===== src/rtl/tug_pkg.sv =====
// Shared types and constants for the tug-of-war board inputs: button FSM states,
// default debounce depth and the CPU-player LFSR seed/taps.
package tug_pkg;

   typedef enum logic [1:0] {
      IDLE        = 2'd0,
      DEB_PRESS   = 2'd1,
      HELD        = 2'd2,
      DEB_RELEASE = 2'd3
   } btn_state_t;

   localparam int         DEBOUNCE_DEFAULT = 4;
   localparam logic [9:0] LFSR_SEED        = 10'h001;
   // x^10 + x^7 + 1 -> feedback from bits 9 and 6
   localparam logic [9:0] LFSR_TAPS        = 10'h240;

   function automatic logic [9:0] lfsr_next(input logic [9:0] cur);
      lfsr_next = {cur[8:0], ^(cur & LFSR_TAPS)};
   endfunction

endpackage


===== src/rtl/input_sync.sv =====
// Two-flop synchronizer for an asynchronous board input; q is the second flop.
module input_sync (
   input  logic clk,
   input  logic reset,
   input  logic d,
   output logic q
);

   logic meta_r;

   // synchronizer chain, cleared by synchronous reset
   always_ff @(posedge clk) begin
      if (reset) begin
         meta_r <= 1'b0;
         q      <= 1'b0;
      end else begin
         meta_r <= d;
         q      <= meta_r;
      end
   end

endmodule


===== src/rtl/press_pulse_gen.sv =====
// Debounced button to single-cycle press pulse. Optional CPU player (random pulses
// from a 10-bit LFSR) is built when the macro CPU_PLAYER_EN is defined.
module press_pulse_gen
   import tug_pkg::*;
#(
   parameter int DEBOUNCE_CYCLES = DEBOUNCE_DEFAULT
) (
   input  logic       clk,
   input  logic       reset,
   input  logic       key,
   input  logic       enable,
`ifdef CPU_PLAYER_EN
   input  logic       cpu_mode,
   input  logic [2:0] cpu_level,
`endif
   output logic       pulse
);

   localparam int            CW      = $clog2(DEBOUNCE_CYCLES + 1);
   localparam logic [CW-1:0] DEB_MAX = CW'(DEBOUNCE_CYCLES);
   localparam logic [CW-1:0] CNT_ONE = CW'(1);

   btn_state_t    state_r;
   btn_state_t    state_nxt_s;
   logic [CW-1:0] count_r;
   logic [CW-1:0] count_nxt_s;
   logic          key_s;
   logic          accept_s;
   logic          press_evt_r;
   logic          press_evt_nxt_s;
   logic          pulse_nxt_s;

   function automatic logic [CW-1:0] sat_inc(input logic [CW-1:0] v);
      if (v == DEB_MAX) begin
         sat_inc = v;
      end else begin
         sat_inc = v + CNT_ONE;
      end
   endfunction

   input_sync u_key_sync (
      .clk   (clk),
      .reset (reset),
      .d     (key),
      .q     (key_s)
   );

`ifdef CPU_PLAYER_EN
   logic [9:0] lfsr_r;

   // free-running pseudo-random source for the CPU player
   always_ff @(posedge clk) begin
      if (reset) begin
         lfsr_r <= LFSR_SEED;
      end else begin
         lfsr_r <= lfsr_next(lfsr_r);
      end
   end
`endif

   // FSM state, counter and the two-stage press-event pipeline
   always_ff @(posedge clk) begin
      if (reset) begin
         state_r     <= IDLE;
         count_r     <= '0;
         press_evt_r <= 1'b0;
         pulse       <= 1'b0;
      end else begin
         state_r     <= state_nxt_s;
         count_r     <= count_nxt_s;
         press_evt_r <= press_evt_nxt_s;
         pulse       <= pulse_nxt_s;
      end
   end

   // debounce next-state logic; accept_s marks the DEB_PRESS->HELD transition
   always_comb begin
      state_nxt_s = state_r;
      count_nxt_s = count_r;
      accept_s    = 1'b0;
      case (state_r)
         IDLE: begin
            if (key_s) begin
               state_nxt_s = DEB_PRESS;
               count_nxt_s = CNT_ONE;
            end else begin
               count_nxt_s = '0;
            end
         end
         DEB_PRESS: begin
            if (!key_s) begin
               state_nxt_s = IDLE;
               count_nxt_s = '0;
            end else if (count_r == DEB_MAX) begin
               state_nxt_s = HELD;
               count_nxt_s = '0;
               accept_s    = 1'b1;
            end else begin
               count_nxt_s = sat_inc(count_r);
            end
         end
         HELD: begin
            if (!key_s) begin
               state_nxt_s = DEB_RELEASE;
               count_nxt_s = CNT_ONE;
            end else begin
               count_nxt_s = '0;
            end
         end
         DEB_RELEASE: begin
            if (key_s) begin
               state_nxt_s = HELD;
               count_nxt_s = '0;
            end else if (count_r == DEB_MAX) begin
               state_nxt_s = IDLE;
               count_nxt_s = '0;
            end else begin
               count_nxt_s = sat_inc(count_r);
            end
         end
         default: begin
            state_nxt_s = IDLE;
            count_nxt_s = '0;
         end
      endcase
   end

   // enable is captured at acceptance, so a press accepted while disabled is lost
   always_comb begin
      press_evt_nxt_s = accept_s & enable;
      pulse_nxt_s     = press_evt_r;
`ifdef CPU_PLAYER_EN
      if (cpu_mode) begin
         press_evt_nxt_s = 1'b0;
         pulse_nxt_s     = enable & (lfsr_r[9:7] < cpu_level) & ~pulse;
      end else begin
         press_evt_nxt_s = accept_s & enable;
         pulse_nxt_s     = press_evt_r;
      end
`endif
   end

endmodule


===== config.mk =====
export PLATFORM = sky130hd
export DESIGN_NAME = press_pulse_gen
export DESIGN_NICKNAME = d
export VERILOG_FILES = /design/src/rtl/tug_pkg.sv /design/src/rtl/input_sync.sv /design/src/rtl/press_pulse_gen.sv
export SDC_FILE = /design/constraint.sdc
export NUM_CORES = 1
export LEC_CHECK = 0
export CAP_MARGIN = 20
export CELL_PAD_IN_SITES_DETAIL_PLACEMENT = 0
export CELL_PAD_IN_SITES_GLOBAL_PLACEMENT = 2
export CORE_AREA = 2 2 39 41
export CTS_CLUSTER_SIZE = 28
export DETAILED_ROUTE_END_ITERATION = 6
export DIE_AREA = 0 0 41 43
export GPL_TIMING_DRIVEN = 1
export MAX_ROUTING_LAYER = met4
export PLACE_DENSITY = 0.58
export RECOVER_POWER = 50
export SYNTH_ARGS = -nofsm -noshare
export SYNTH_HDL_FRONTEND = slang
export SYNTH_SLANG_ARGS = --single-unit

===== constraint.sdc =====
create_clock -name clk -period 3.1 [get_ports clk]
set_input_delay 0.62 -clock clk [delete_from_list [all_inputs] [get_ports clk]]
set_output_delay 0.62 -clock clk [all_outputs]
set_load 0.005 [all_outputs]

==> impl_metrics.ini <==
[status]
status = completed

[routing]
vias_per_cell = 4.33
wl_per_cell_um = 10.0
wl_um = 542
drtAntennaViolNets = 0
first_pass_iters = 3
drt_iter0_markers = 1
route.detailed.drc = 0
vias = 234

[setup_path]
cp.required_ns = 2.48
cpPeakStageDelay_ns = 0.49
worstPathBufferInverterCount = 1
cp_slowest_cell = clkdlybuf4s50_1
crit_chain = clkdlybuf4s50_1
worstSetupStartpointType = flip-flop
endpoint_kind = primary output
crit_path_max_fanout = 1
critPathKind = reg -> out
crit_family = buffers and inverters
worstPathArrival_ns = 1.05

[global_routing]
grt_pass1_wl_um = 876
grt_max_degree = 11
overflow = 0
grt_pass1_vias = 227
antenna_found_initial = 0
track_usage_pct = 8.37

[flow_run]
maxCapViolations = 0

[sta]
setup_viol = 0
final_max_slew_viol_count = 0
hold_viol = 0
fmax_mhz = 598
min_period_over_period_pct = 54.0
tightestPinTransition_ns = 0.378
grt_setup_unrepaired = false
clock-skew-final_ns = 0.00173
min_period_ns = 1.67
final.setup.tns_ns = 0
slew_headroom_pct = 74.6

[synth]
ys_warn_count = 0
yosysSeqAreaShare_pct = 52.7
synth_top_area_share_pct = 52.7
synth_mux_area_share_pct = 2.93
synth.avg_cell_area_sq_um = 11.0
synth_simple_gate_area_share_pct = 23.1
synth_top_family_by_area = simple AND/OR/NAND/NOR gates
ys_ff_latch = 9
synthDistinctLibCells = 16
yosys.area.top_type = dfxtp_1
synth-xor-area-share_pct = 2.56
syn-cell-area_sq_um = 342
synthCells = 31
synth_nets = 37
yosys-top-cells-area = dfxtp_1, ha_1, nand2b_1
synthAdderAreaFrac_pct = 7.33
synth_compound_area_share_pct = 6.96

[clock_network]
post_cts_buffers = 0
cts_made_buffers = 3
tritoncts = built
clk_path_buf_depth = 2
insertion_delay_ns = 0.26
cts_root_buf = clkbuf_4
clkTransAtPathRegs_ns = 0.06
cts_hold_buf = 0
cts_max_level = 1
numClockSinks = 9
post_cts_resized = 0

[floorplanning]
die_h_um = 43
dieArea_sq_mm = 0.00176
start_util_pct = 24.7
ioPinCount = 5
coreArea_sq_mm = 0.00138
die_w_um = 41
row_count = 14

[placed_design]
gpl.final_weighted_congestion = 0.675
port_buffers = 4

[finish]
n_antenna_cell = 0
area_delta_synth_final_pct = 24.2
drive_above_1_share_pct = 10.5
nets = 45

[pwr]
p_seq_share_pct = 54.0
power.net_switching_uw = 47.3
p_clk_share_pct = 41.9
p_leak_nw = 0.151
totalPowerFinal_uw = 220
p_int_uw = 172
switching_share_pct = 21.5
comb_power_share_pct = 4.1
p_per_area_mw_per_mm2 = 518
vdd.ir_drop.worst_mv = 0.156

[hold_path]
min_path_type = reg -> reg
[layer usage]
layer	global-route usage (%)	vias up	routed length [um]
li1	-	118	-
met1	8.47	105	255
met2	10.6	6	232
met3	3.14	5	22
met4	10.0	0	31
met5	-	-	0
[power by group through the flow]
stage	clock network, mW	logic [mW]	registers [mW]
6_report	0.0921	0.00893	0.119
5_1_grt	0.0993	0.00972	0.119
4_1_cts	0.0956	0.00923	0.119
3_5_place_dp	0	0.00924	0.121
3_3_place_gp	0	0.00884	0.121
2_1_floorplan	0	0.00485	0.121
[cells in the final DEF, fill, tap and decap left out]
cell,instances
inv_1,3
nor4b_1,1
or3b_1,1
dlygate4sd3_1,1
clkbuf_1,1
nor2b_1,3
nor3_1,1
and4_1,1
nor2_1,1
xnor2_1,1
and3_1,1
a2111oi_2,1
clkdlybuf4s50_1,3
dfxtp_1,9
nand2b_1,3
mux2i_1,1
ha_1,2
a2111oi_0,1
clkbuf_4,3
[per-stage QoR]
stage / setup WS [ns] / std cells / area, sq um / util (%) / hold slack [ns]
after floorplan: 1.80 / 31 / 342 / - / 0.414
after global placement: 1.43 / 50 / 398 / 28.8 / 0.439
after detailed placement: 1.33 / 50 / 398 / 28.8 / 0.431
after CTS: 1.41 / 54 / 424 / 30.7 / 0.446
after global routing: 1.39 / 54 / 424 / 30.7 / 0.466
final: 1.43 / 54 / 424 / 30.7 / 0.440
[layout make-up]
cell class                 instances  area, sq um
fill                             150          960
sequential                         9          180
multi-input combinational         18          146
timing repair buffer               4         40.0
clock buffer                       4         26.3
tap                               16         20.0
inverter                           3         11.3
[cell families after synthesis]
kind of cell,after synthesis
AND/OR/NAND/NOR,12
flip-flops,9
buffers and inverters,4
AO/OA/AOI/OAI,2
adder cells (fa/ha/maj),2
XOR/XNOR,1
multiplexers,1
[final timing paths]
check	end	cells after the start	slack, ns	start
worst max-delay path	pulse	1	1.43	pulse$_SDFF_PP0_
worst min-delay path	pulse$_SDFF_PP0_	1	0.44	press_evt_r$_SDFF_PP0_
worst max register to register	count_r[2]$_SDFF_PP0_	4	1.71	count_r[0]$_SDFF_PP0_
worst min register to register	pulse$_SDFF_PP0_	1	0.44	press_evt_r$_SDFF_PP0_
[synthesized netlist by cell type]
| master | count |
|---|---|
| inv_1 | 3 |
| clkbuf_1 | 1 |
| and4_1 | 1 |
| nor3_1 | 1 |
| nor2_1 | 1 |
| mux2i_1 | 1 |
| xnor2_1 | 1 |
| nor2b_1 | 3 |
| or3b_1 | 1 |
| a2111oi_0 | 1 |
| ha_1 | 2 |
| and3_1 | 1 |
| a2111oi_2 | 1 |
| nor4b_1 | 1 |
| nand2b_1 | 3 |
| dfxtp_1 | 9 |
Note: power is estimated with default switching activity, not from simulation.
